$ cat config.mk
export PLATFORM = sky130hd
export DESIGN_NAME = cam_dvp_tx
export DESIGN_NICKNAME = d
export VERILOG_FILES = /design/src/rtl/cam_dvp_tx.sv
export SDC_FILE = /design/constraint.sdc
export NUM_CORES = 1
export LEC_CHECK = 0
export CAP_MARGIN = 40
export CORE_MARGIN = 5
export CORE_UTILIZATION = 35
export CTS_CLUSTER_DIAMETER = 100
export CTS_CLUSTER_SIZE = 10
export DETAILED_ROUTE_END_ITERATION = 12
export GPL_TIMING_DRIVEN = 1
export SLEW_MARGIN = 20
export SYNTH_ARGS = -nofsm -noshare
export SYNTH_HDL_FRONTEND = slang
export SYNTH_SLANG_ARGS = --single-unit
$ cat constraint.sdc
create_clock -name clk -period 5 [get_ports clk]
set_input_delay 1.25 -clock clk [delete_from_list [all_inputs] [get_ports clk]]
set_output_delay 1.25 -clock clk [all_outputs]
set_load 0.005 [all_outputs]
$ cat src/rtl/cam_dvp_tx.sv
// Camera-side DVP transmitter: turns a valid/ready byte stream into vsync/href/data frames.
// Optional build macro CAM_DVP_TX_TEST_PATTERN_EN adds a col^row test pattern source.
module cam_dvp_tx #(
  parameter int unsigned LINE_BYTES = 320,
  parameter int unsigned LINES      = 120,
  parameter int unsigned VSYNC_LEN  = 8,
  parameter int unsigned VBP_LEN    = 16,
  parameter int unsigned HBLANK_LEN = 16,
  parameter int unsigned VFP_LEN    = 8
) (
  input  logic        clk,
  input  logic        resetn,
  input  logic        enable,
  input  logic        clear_status,
`ifdef CAM_DVP_TX_TEST_PATTERN_EN
  input  logic        pattern_sel,
`endif
  input  logic [7:0]  s_data,
  input  logic        s_valid,
  output logic        s_ready,
  output logic        cam_vsync,
  output logic        cam_href,
  output logic [7:0]  cam_dat,
  output logic        frame_done,
  output logic [15:0] frame_count,
  output logic        underrun
);

  function automatic int unsigned max2(input int unsigned a, input int unsigned b);
    return (a > b) ? a : b;
  endfunction

  localparam int unsigned MAX_LEN = max2(max2(max2(LINE_BYTES, VSYNC_LEN), max2(VBP_LEN, HBLANK_LEN)), VFP_LEN);
  localparam int unsigned CW      = $clog2(MAX_LEN + 1);
  localparam int unsigned LW      = $clog2(LINES + 1);

  typedef enum logic [2:0] {
    S_IDLE, S_VSYNC, S_VBP, S_LINE, S_HBLANK, S_VFP
  } state_t;

  state_t        state, state_n;
  logic [CW-1:0] cnt, cnt_n, len_m1;
  logic [LW-1:0] line, line_n;
  logic          cnt_last;
  logic          rdy_n;
  logic          fd_n;
  logic [7:0]    dat_n;

`ifdef CAM_DVP_TX_TEST_PATTERN_EN
  logic pat_q;
  logic pat_eff;

  // Pattern select is only taken at frame start so a frame is never mixed.
  assign pat_eff = (state == S_IDLE || state == S_VSYNC) ? pattern_sel : pat_q;

  always_ff @(posedge clk or negedge resetn) begin
    if (!resetn) pat_q <= 1'b0;
    else         pat_q <= pat_eff;
  end
`endif

  always_ff @(posedge clk or negedge resetn) begin
    if (!resetn) begin
      state <= S_IDLE;
      cnt   <= '0;
      line  <= '0;
    end else begin
      state <= state_n;
      cnt   <= cnt_n;
      line  <= line_n;
    end
  end

  // Next-state logic; every state's counter restarts at 0 on entry.
  always_comb begin
    state_n = state;
    cnt_n   = cnt + CW'(1);
    line_n  = line;
    len_m1  = '0;
    case (state)
      S_VSYNC:  len_m1 = CW'(VSYNC_LEN - 1);
      S_VBP:    len_m1 = CW'(VBP_LEN - 1);
      S_LINE:   len_m1 = CW'(LINE_BYTES - 1);
      S_HBLANK: len_m1 = CW'(HBLANK_LEN - 1);
      S_VFP:    len_m1 = CW'(VFP_LEN - 1);
      default:  len_m1 = '0;
    endcase
    cnt_last = (cnt == len_m1);

    case (state)
      S_IDLE: begin
        cnt_n = '0;
        if (enable) state_n = S_VSYNC;
      end
      S_VSYNC: if (cnt_last) begin
        state_n = S_VBP;
        cnt_n   = '0;
      end
      S_VBP: if (cnt_last) begin
        state_n = S_LINE;
        cnt_n   = '0;
        line_n  = '0;
      end
      S_LINE: if (cnt_last) begin
        cnt_n = '0;
        if (line == LW'(LINES - 1)) begin
          state_n = S_VFP;
          line_n  = '0;
        end else begin
          state_n = S_HBLANK;
        end
      end
      S_HBLANK: if (cnt_last) begin
        state_n = S_LINE;
        cnt_n   = '0;
        line_n  = line + LW'(1);
      end
      S_VFP: if (cnt_last) begin
        cnt_n   = '0;
        state_n = enable ? S_VSYNC : S_IDLE;
      end
      default: begin
        state_n = S_IDLE;
        cnt_n   = '0;
        line_n  = '0;
      end
    endcase
  end

  // Output decode from the upcoming state so every cam_* pin is a flop.
  always_comb begin
    rdy_n = ((state_n == S_VBP)    && (cnt_n == CW'(VBP_LEN - 1)))    ||
            ((state_n == S_HBLANK) && (cnt_n == CW'(HBLANK_LEN - 1))) ||
            ((state_n == S_LINE)   && (cnt_n <  CW'(LINE_BYTES - 1)));
    fd_n  = (state_n == S_VFP) && (cnt_n == CW'(VFP_LEN - 1));
    dat_n = 8'h00;
`ifdef CAM_DVP_TX_TEST_PATTERN_EN
    if (pat_eff) rdy_n = 1'b0;
    if (state_n == S_LINE) begin
      if (pat_eff)                dat_n = 8'(cnt_n) ^ 8'(line_n);
      else if (s_ready && s_valid) dat_n = s_data;
    end
`else
    if (state_n == S_LINE && s_ready && s_valid) dat_n = s_data;
`endif
  end

  always_ff @(posedge clk or negedge resetn) begin
    if (!resetn) begin
      s_ready     <= 1'b0;
      cam_vsync   <= 1'b0;
      cam_href    <= 1'b0;
      cam_dat     <= 8'h00;
      frame_done  <= 1'b0;
      frame_count <= 16'h0000;
      underrun    <= 1'b0;
    end else begin
      s_ready    <= rdy_n;
      cam_vsync  <= (state_n == S_VSYNC);
      cam_href   <= (state_n == S_LINE);
      cam_dat    <= dat_n;
      frame_done <= fd_n;
      if (fd_n) frame_count <= frame_count + 16'd1;
      // A missed slot outranks a simultaneous clear.
      if (s_ready && !s_valid) underrun <= 1'b1;
      else if (clear_status)   underrun <= 1'b0;
    end
  end

endmodule

Word level (Yosys, flattened, before mapping)
Index checks and enable logic that the tools add are counted.
- flip-flop bits (word level): 48
- output and inout bits: 29
- bitwise logic cells: 1
- reductions and logical operators: 17
- muxes and demuxes: 19
- order comparisons: 1
- $add $sub $neg: 3
- eq/ne operators: 18
- operator list (operator ; number):
    2-to-1 mux 7 bit ; 4
    one-hot mux 7 bit (4 select lines) ; 1
    one-hot mux 9 bit (3 select lines) ; 1
    2-to-1 mux 9 bit ; 2
    adder 16 x 1 -> 16 bit (second input constant) ; 1
    2-to-1 mux 3 bit ; 5
    one-hot mux 3 bit (5 select lines) ; 1
    equality test 3 x 2 -> 1 bit (second input constant) ; 4
    equality test 3 bit (second input constant) ; 4
    adder 9 x 1 -> 9 bit (second input constant) ; 1
    equality test 9 x 3 -> 1 bit (second input constant) ; 1
    equality test 9 x 4 -> 1 bit (second input constant) ; 1
    equality test 9 bit ; 1
    less-than comparator 9 bit (second input constant) ; 1
    2-to-1 mux 8 bit ; 1
    != test 2 bit (second input constant) ; 4
    adder 7 x 1 -> 7 bit (second input constant) ; 1
    equality test 7 bit (second input constant) ; 1
    logical AND 1 bit ; 7
    equality test 3 x 1 -> 1 bit (second input constant) ; 2
    AND reduction 5 bit ; 1
    OR reduction 5 bit ; 1
    2-to-1 mux 1 bit ; 4
    OR reduction 2 bit ; 2
    other kinds (6) ; 7

Depth between registers and ports, before layout
Gate-level depths: netlist (run 1).
- word-level depth: 10
- mapped depth: 9
- gate-level depth less buffers: 8

Least setup slack after synthesis (run 1)
OpenSTA, ideal clock, no wires.
- path type: in2reg
- from: input enable
- to: register frame_count[1]
- buffers on the path: 0
- data arrival time: 2.417 ns
- setup slack: 2.458 ns
- required time: 4.875 ns
- stages: 5
- path through: o211ai_1 > o21ai_0 > o31ai_4 > or2_4 > mux2_4
- longest elaborated chain between the ends: 5
- RTL lines (element ; line ; RTL):
    start, declared ; 13 ; input logic enable,
    2-to-1 mux 1 bit ; 120 ; state_n = enable ? S_VSYNC : S_IDLE;
    2-to-1 mux 3 bit ; 118 ; S_VFP: if (cnt_last) begin
    one-hot mux 3 bit (5 select lines) * ; 90 ; case (state)
    equality test 3 bit * ; 135 ; fd_n = (state_n == S_VFP) && (cnt_n == CW'(VFP_LEN - 1));
    logical AND 1 bit * ; 135 ;
    end signal, assigned ; 163 ; if (fd_n) frame_count <= frame_count + 16'd1;
    end, declared ; 25 ; output logic [15:0] frame_count,
Every way passes the cells marked *; elsewhere a longest branch is shown, timed or not.
A chain may end at the register's enable or synchronous reset.

Final worst setup path (run 1)
- from: register state[1]
- to: register frame_count[1]
- longest elaborated chain between the ends: 8
- RTL lines (element ; line ; RTL):
    start, declared ; 41 ; state_t state, state_n;
    start signal, assigned ; 68 ; state <= state_n;
    equality test 3 bit, or another cell as far along ; 80, 90 ;
    OR reduction 2 bit (no line) ; - ;
    one-hot mux 9 bit (3 select lines) ; 80 ; case (state)
    equality test 9 bit ; 88 ; cnt_last = (cnt == len_m1);
    2-to-1 mux 3 bit, or another cell as far along ; 118 ;
    one-hot mux 3 bit (5 select lines) / 2-to-1 mux 9 bit (equally long branches) ; - ;
    equality test 3 bit / equality test 9 x 3 -> 1 bit (equally long branches) ; 135 ;
    logical AND 1 bit * ; 135 ;
Marks and branches as above.

==> results.md, run 1 <==
- Worst-path cell chain: nor2b_1, a22o_1, o211a_1, a21oi_1, o31ai_4, or2_4, mux2_4
- Via Count: 2128
- Synth cell count leaders: dfrtp_1, nand2_1, nor2_1
- DRC: 0
- Synth Register Bits: 48
- Delay-heaviest family, CP: compound AO/OA/AOI/OAI gates
- Post-Route Skew: 0.00950 ns
- Finished Layout Cells: approximately 410
- Synth Area in Compound Gates: between 10% and 20%
- Design Area, Final: 3260 um2
- Crit share post-route: between 50% and 60%
- Worst min path class: reg2reg
- Slowest CP cell: dfrtp_1
- Clock sinks: 48
- Remaining global-route overflow: 0
- Slew HR: 52.6%
- Crit path kind: reg2reg
- First-pass GRT wire length: roughly 9900 um
- H-tree levels: 2
- Critical Path Max Stage Delay: roughly 0.8 ns
- Post-synthesis area per instance: 9.83 um2
- Clock Pin Slew Worst Setup and Hold Paths: around 0.090 ns
- Fmax: 334 MHz
- Simple-gate share of the synthesized area: a little under a quarter
- Wire per inst: approximately 14 um
- Clock power frac: between 20% and 30%
- Die Span Y: slightly below 100 um
- Placed Cells: around 400
- Post-Route Setup TNS: 0 ns
- Core Util, Final: 44.7%
- Total CTS buffers: 5
- Sw Share: a little over a third
- Post-synth ARST share: 100%
- RSZ-0062 raised after global routing: no
- Dpl hpwl: slightly above 4000 um
- CP required: between 5 and 6 ns
- RD Place Congestion: around 0.79
- Mux share of post-synthesis cell area: less than 1%
- IO Port Bufs: 41
- Worst-path fanout max: 21
- Largest net degree at the start of global routing: 49
- Max-Cap Viols: 0
- Flop2flop setup slack: approximately 2.0 ns
- Pwr Total: 1.21 mW
- Reg2reg path depth: 7
- Pwr/cell area: 372 nW/um2
- Arrival time worst endpoint: between 3 and 4 ns
- # resized after CTS: 0
- Run status: finished clean
- CP Launch Type: register
- Slew @ Worst Pin: ~0.7 ns
- Synth area leaders: dfrtp_1, xor2_1, nand2_1, nor2_1, nor3_1
- Ant. Diodes: 0
- Netlist cell types: between 50 and 60
- Tmin final: ~3 ns
- Setup-failing EPs final: 0
- Hold path depth: 1
- Clock latency on the worst-skew pair: between 0.3 and 0.4 ns
- Share of layout cells above drive strength 1: under 10%
- Core Area: 7290 um2
- Hold Fails Final Rpt: 0
- NetSw: roughly 440 uW
- EDFF count, synth: 0
- Worst slack, placed: about 1.9 ns
- Post-Synthesis Net Count: around 290
- Router iterations before antenna repair: 4
- GR Util All Layers: about an eighth
- Static leakage: 1.34 nW
- Netlist Area Pre-Place: about 2600 um2
- CP Depth: 7
- Sequential Power Share: a little over two fifths
- Gate power share: approximately 32%
- Final wirelength: about 5800 um
- Post-synthesis xor/xnor area fraction: 7.95%
- Nets: approximately 330
- Clock Tree Root: clkbuf_8
- Top cell type's share of synthesized area: 45.4%
- Area leader, netlist: dfrtp_1
- Initial antenna violation count: 0
- DR iter-0 viols: 140
- Vias in the first global route: 2002
- CTS tree: done
- Hold_ws: 0.478 ns
- Adder-cell share of the synthesized area: 1.42%
- Worst VDD drop: between 0.0001 and 0.00015 V
- Top_reg_cell synth: dfrtp_1
- Synth-to-Final Area Change: 23.2%
- Setup slack after layout: between 2 and 2.5 ns
- Largest family of logic cells by synthesized area: simple AND/OR/NAND/NOR gates
- Cts hold-fix bufs: 0
- Final ANT Viol Nets: 0
- Gate Count Post-Synth: 269
- Synth warnings: 0
- Die area: approximately 9400 um2
- CP Buf/Inv Count: 0
- Setup crit end kind: register
- DR vias/cell: 5.20
- Most common cell in the synthesized netlist: dfrtp_1
- Placed Area: between 3000 and 4000 um2
- # rows: 31
- Die Wd: between 90 and 100 um
- Bufs on Longest Clock Path: 2
- Top Ports: between 40 and 50
- Initial Util: 36.3%
- Max-slew violations: 0
- Post-CTS Setup Inserts: 0
- Cell Int Power: 767 uW
- Sequential area share after synthesis: 45.4%
-- worst reg2reg max path, delay by kind of cell, from the launching register on --
family           cells  cell delay (ns)
AND/OR/NAND/NOR      2             0.69
flip-flops           1             0.80
AO/OA/AOI/OAI        4             1.13
multiplexers         1             0.29
-- power groups by stage --
stage / registers, mW / clock network [mW] / logic, mW
2_1_floorplan: 0.483 / 0 / 0.326
3_3_place_gp: 0.528 / 0 / 0.382
3_5_place_dp: 0.528 / 0 / 0.388
4_1_cts: 0.521 / 0.308 / 0.391
5_1_grt: 0.533 / 0.323 / 0.437
6_report: 0.522 / 0.299 / 0.389
-- worst paths after layout --
path,startpoint,end
worst max-delay path,state[1],frame_count[1]
worst min-delay path,frame_count[15],frame_count[15]
worst max register to register,state[1],frame_count[1]
worst min register to register,frame_count[15],frame_count[15]
max in group asynchronous,resetn,state[0]
min in group asynchronous,resetn,line[5]
-- kinds of logic (layout without fill, tap and decap cells) --
family                   Yosys count  after routing
XOR/XNOR                          24             24
buffers and inverters             22             63
AO/OA/AOI/OAI                     57             57
adder cells (fa/ha/maj)            3              3
multiplexers                       1              1
AND/OR/NAND/NOR                  114            114
flip-flops                        48             48
-- sequential cells by signal, indices dropped and copies added, names as in the netlist, 3 cells and up --
register / flops
cam_dat: 8
line: 7
cnt: 9
state: 3
frame_count: 16
-- layout by cell type (no fill, tap or decap), drive strengths merged, types with 4 or more instances in the layout --
cell type / synthesis / routed
o211ai: 4 / 4
a22o: 5 / 5
nor3: 17 / 17
nand2: 21 / 21
nor2: 20 / 20
a21oi: 12 / 12
dfrtp: 48 / 48
nand3: 11 / 11
xor2: 16 / 16
inv: 12 / 12
o22ai: 4 / 4
clkdlybuf4s50: 0 / 40
xnor2: 8 / 8
and2: 10 / 10
clkbuf: 3 / 6
o21ai: 14 / 14
nor4: 8 / 8
nand4: 6 / 6
-- routing by layer --
| metal | GRT usage (%) | vias to the layer above | wire length, um |
|---|---|---|---|
| li1 | - | 1051 | - |
| met1 | 17.6 | 1020 | 2930 |
| met2 | 18.6 | 47 | 2560 |
| met3 | 2.73 | 10 | 232 |
| met4 | 4.75 | 0 | 91 |
| met5 | 0 | - | 0 |
-- final cells by class --
class / count / area [um2]
Clock buffer: 6 / 82.6
Clock inverter: 2 / 38.8
Fill cell: 728 / 4030
Inverter: 12 / 45.0
Multi-Input combinational cell: 199 / 1350
Sequential cell: 48 / 1200
Tap cell: 99 / 124
Timing Repair Buffer: 43 / 420
Note: power is estimated with default switching activity, not from simulation.
==> run 2: changes to the inputs <==
==> constraint.sdc (replaced) <==
create_clock -name clk -period 3.1 [get_ports clk]
set_input_delay 0.775 -clock clk [delete_from_list [all_inputs] [get_ports clk]]
set_output_delay 0.775 -clock clk [all_outputs]
set_load 0.005 [all_outputs]
==> run 2 against run 1 <==
Compared with the run above:
- largest power group unchanged
- clock power rose by 63%
- clock skew fell by 0.0020 ns
- power rose by 62%
- cell area rose by 0.92%
- combinational power rose by 65%
- critical path depth did not move
==> results.md, run 2 (synthesized netlist as in run 1, its figures left out) <==
- Finished Layout Cells: roughly 410
- Slew HR: approximately three fifths
- Fillers: roughly 720
- CP endpoint: frame_count[1]
- Leading cell types in the layout, fill and taps excluded: dfrtp_1, clkdlybuf4s50_1, nand2_1
- Post-Route Setup TNS: 0 ns
- Largest net degree at the start of global routing: 32
- Area taken by multi-input logic gates: 1350 um2
- Die Span Y: 96.9 um
- H-tree levels: 2
- Dpl hpwl: 4420 um
- Sequential cell area: 1200 um2
- RSZ-0062 raised after global routing: no
- Core Util, Final: between 40% and 50%
- Static leakage: 1.36 nW
- Clock sinks: 48
- Worst-path cell chain: nor2b_1, a22o_1, o211a_1, a21oi_1, o31ai_4, or2_4, mux2_4
- Die Wd: 96.9 um
- Worst VDD drop: around 0.00027 V
- Slew @ Worst Pin: ~0.62 ns
- Start point of the critical path: state[1]
- Critical R2R Launch: state[1]
- DR iter-0 viols: approximately 130
- Largest register FFs: 16
- Crit path kind: reg2reg
- Slowest CP cell: dfrtp_1
- IO Port Bufs: just over 40
- Final ANT Viol Nets: 0
- GR Util All Layers: 13.5%
- Vias in the first global route: 2095
- Crit share post-route: between 80 and 90%
- Arrival time worst endpoint: between 2 and 3 ns
- Post-Route Skew: approximately 0.0075 ns
- Top Ports: 42
- First-pass GRT wire length: approximately 11000 um
- RR Endpoint: frame_count[1]
- Commonest non-fill, non-tap cell in the layout: dfrtp_1
- Die area: roughly 9400 um2
- Critical Path Max Stage Delay: 0.55 ns
- Initial antenna violation count: 0
- DR vias/cell: 5.22
- CP Depth: 7
- Setup-failing EPs final: 0
- Clock latency on the worst-skew pair: 0.31 ns
- Largest registers: frame_count (16), cnt (9), cam_dat (8)
- Setup crit end kind: register
- Flop2flop setup slack: 0.37 ns
- Max-slew violations: 0
- RD Place Congestion: between 0.8 and 0.9
- Cts hold-fix bufs: 0
- Final wirelength: 6010 um
- Pwr Total: approximately 2.0 mW
- Top reg by flops: frame_count
- CP Buf/Inv Count: 0
- Fmax: roughly 370 MHz
- # rows: 31
- # resized after CTS: 0
- Placed Cells: 405
- Hold Fails Final Rpt: 0
- CP required: 3.30 ns
- Remaining global-route overflow: 0
- Pwr/cell area: 598 nW/um2
- Run status: finished clean
- Hold_ws: approximately 0.38 ns
- Tmin final: around 2.7 ns
- Max-Cap Viols: 0
- Worst-path fanout max: 10
- Delay-heaviest family, CP: compound AO/OA/AOI/OAI gates
- Share of layout cells above drive strength 1: a little over a tenth
- DRC: 0
- Wire per inst: 14.6 um
- Router iterations before antenna repair: 5
- Clock Tree Root: clkbuf_8
- CTS tree: done
- Total CTS buffers: 5
- Synth-to-Final Area Change: 24.4%
- Initial Util: approximately 36%
- CP Launch Type: register
- Core Area: roughly 7300 um2
- Reg2reg path depth: 7
- Bufs on Longest Clock Path: 2
- Nets: approximately 330
- Worst min path class: in2async
- Post-CTS Setup Inserts: 0
- Via Count: around 2200
- Clock Pin Slew Worst Setup and Hold Paths: 0.09 ns
- Ant. Diodes: 0
## run 2: changes by cell type in the layout (fill, tap and decap cells not counted), sizes merged
cell / previous run / this run
buf: 3 / 7
## run 2: how the worst min path moves through the flow
stage | cells past startpoint | startpoint | end | slack (ns)
global route | 1 | resetn | line[3] | 0.41
finish | 1 | resetn | line[3] | 0.38
floorplan | 1 | frame_count[15] | frame_count[15] | 0.46
detailed placement | 1 | frame_count[15] | frame_count[15] | 0.48
global placement | 1 | frame_count[15] | frame_count[15] | 0.47
CTS | 1 | resetn | line[3] | 0.39
## run 2: cell type report
type                       instances  share of cell area [%]
clock buffer                       6                    2.51
clock inverter                     2                    1.18
inverter                          12                    1.37
tap                               99                    3.77
sequential                        48                    36.5
multi-input combinational        199                    40.9
timing repair buffer              47                    13.7
## run 2: where the power goes
part           switching [mW]  total (mW)  internal, mW
combinational           0.357       0.640         0.283
sequential              0.142       0.840         0.698
clock                   0.223       0.487         0.264
## run 2: per-layer routing
layer / global-route usage (%) / wire [um] / part of all wire, %
met5: 0 / 0 / 0
met4: 5.08 / 113 / 1.9
met3: 3.38 / 275 / 4.6
met2: 20.7 / 2720 / 45
met1: 18.3 / 2900 / 48
## run 2: stage by stage
stage	cell area (um2)	setup WS [ns]
5_1_grt	3290	0.164
2_1_floorplan	2640	0.771
4_1_cts	3290	0.388
3_5_place_dp	3170	0.406
3_3_place_gp	3170	0.434
6_report	3290	0.370
==> run 3: changes to the inputs <==
--- a/config.mk
+++ b/config.mk
@@ -6,12 +6,14 @@
 export NUM_CORES = 1
 export LEC_CHECK = 0
 export CAP_MARGIN = 40
+export CORE_ASPECT_RATIO = 0.9
 export CORE_MARGIN = 5
 export CORE_UTILIZATION = 35
 export CTS_CLUSTER_DIAMETER = 100
 export CTS_CLUSTER_SIZE = 10
 export DETAILED_ROUTE_END_ITERATION = 12
 export GPL_TIMING_DRIVEN = 1
+export SETUP_SLACK_MARGIN = 0.02
 export SLEW_MARGIN = 20
 export SYNTH_ARGS = -nofsm -noshare
 export SYNTH_HDL_FRONTEND = slang
==> run 3 against run 2 <==
Compared with the run above:
- count of clock-buffer cells in the layout increased by 1
- flip-flop and latch count is the same
- global-route usage down 0.21 points
- sequential power down 0.5%
==> results.md, run 3 (synthesized netlist as in run 1, its figures left out) <==
- Synth-to-Final Area Change: 24.4%
- Largest register FFs: 16
- Router iterations before antenna repair: 4
- Hold_ws: approximately 0.4 ns
- Static leakage: about 1.4 nW
- Commonest non-fill, non-tap cell in the layout: dfrtp_1
- Die area: 9390 um2
- Dpl hpwl: roughly 4400 um
- Final ANT Viol Nets: 0
- Die Span Y: approximately 92 um
- Ant. Diodes: 0
- Total CTS buffers: 5
- Clock Pin Slew Worst Setup and Hold Paths: roughly 0.090 ns
- Crit share post-route: 90.7%
- Wire per inst: ~15 um
- IO Port Bufs: 41
- Post-Route Skew: about 0.0036 ns
- Post-CTS Setup Inserts: 0
- Tmin final: 2.81 ns
- Share of layout cells above drive strength 1: approximately a tenth
- # rows: 30
- Largest registers: frame_count (16), cnt (9), cam_dat (8)
- Via Count: 2157
- Run status: finished clean
- GR Util All Layers: a little over an eighth
- Die Wd: between 100 and 150 um
- CP Launch Type: register
- Bufs on Longest Clock Path: 2
- Post-Route Setup TNS: 0 ns
- Final wirelength: 5950 um
- Clock latency on the worst-skew pair: just under 0.3 ns
- Start point of the critical path: state[2]
- Pwr Total: 1.97 mW
- Worst-path cell chain: nor2b_1, a311oi_4, o211ai_4, o311ai_4, o31ai_4, or2_4, mux2_4
- # resized after CTS: 0
- CP required: 3.28 ns
- Setup-failing EPs final: 0
- Max-slew violations: 0
- Initial Util: ~35%
- Slew @ Worst Pin: ~0.62 ns
- Initial antenna violation count: 0
- Nets: about 330
- Arrival time worst endpoint: about 3.0 ns
- Worst min path class: in2async
- Remaining global-route overflow: 0
- Clock sinks: 48
- Worst VDD drop: about 0.00025 V
- H-tree levels: 2
- Clock Tree Root: clkbuf_8
- Max-Cap Viols: 0
- DRC: 0
- Slew HR: about three fifths
- Critical R2R Launch: state[2]
- Crit path kind: reg2reg
- Fmax: 356 MHz
- Hold Fails Final Rpt: 0
- RSZ-0062 raised after global routing: no
- Core Area: 7470 um2
- CTS tree: done
- Leading cell types in the layout, fill and taps excluded: dfrtp_1, clkdlybuf4s50_1, nand2_1
- DR iter-0 viols: 160
- Cts hold-fix bufs: 0
- Setup crit end kind: register
- Critical Path Max Stage Delay: ~0.67 ns
- Pwr/cell area: 599 nW/um2
- First-pass GRT wire length: 10200 um
- Top Ports: 42
- Largest net degree at the start of global routing: 33
- Vias in the first global route: 2079
- Worst-path fanout max: 14
- Slowest CP cell: dfrtp_1
- Top reg by flops: frame_count
- RD Place Congestion: 0.909
- DR vias/cell: approximately 5.3
run 3: critical path: cells and delay by family (launching register included):
| family | cells | cell delay (ns) |
|---|---|---|
| flops | 1 | 0.67 |
| simple gates | 2 | 0.52 |
| compound gates | 4 | 1.21 |
| mux | 1 | 0.30 |
run 3: metrics by stage:
stage	cell area, um2	std cells	setup slack, ns	util, %
after floorplan	2640	269	0.771	-
after global placement	3160	402	0.430	42.3
after detailed placement	3160	402	0.345	42.3
after CTS	3290	410	0.326	44.0
after global routing	3290	410	0.145	44.0
final	3290	410	0.289	44.0
run 3: report_power, final:
| group | internal (mW) | switching, mW | leakage [nW] |
|---|---|---|---|
| registers | 0.698 | 0.137 | 0.615 |
| clock network | 0.285 | 0.210 | 0.0645 |
| logic | 0.283 | 0.356 | 0.679 |
run 3: routing by layer:
metal  global-route usage [%]  part of all wire [%]  up-vias
li1                         -                     -     1067
met1                     19.1                    48     1038
met2                     20.5                    47       50
met3                     3.24                   5.0        2
met4                     2.33                  0.25        0
met5                        0                     0        -
run 3: final timing paths:
kind                            depth (start not counted)  slack [ns]         endpoint
worst max-delay path                                    7        0.29   frame_count[1]
worst min-delay path                                    1        0.39          line[5]
worst max register to register                          7        0.29   frame_count[1]
worst min register to register                          1        0.48  frame_count[15]
max in group asynchronous                               2        1.96   frame_count[3]
min in group clk                                        1        0.48  frame_count[15]
run 3: cell type report:
cell class	instances	area [um2]
clock buffers	7	96.3
repair buffers	47	450
well taps	96	120
multi-input cells	199	1350
flip-flops and latches	48	1200
clock inverters	1	30.0
fillers	704	4180
inverters	12	45.0
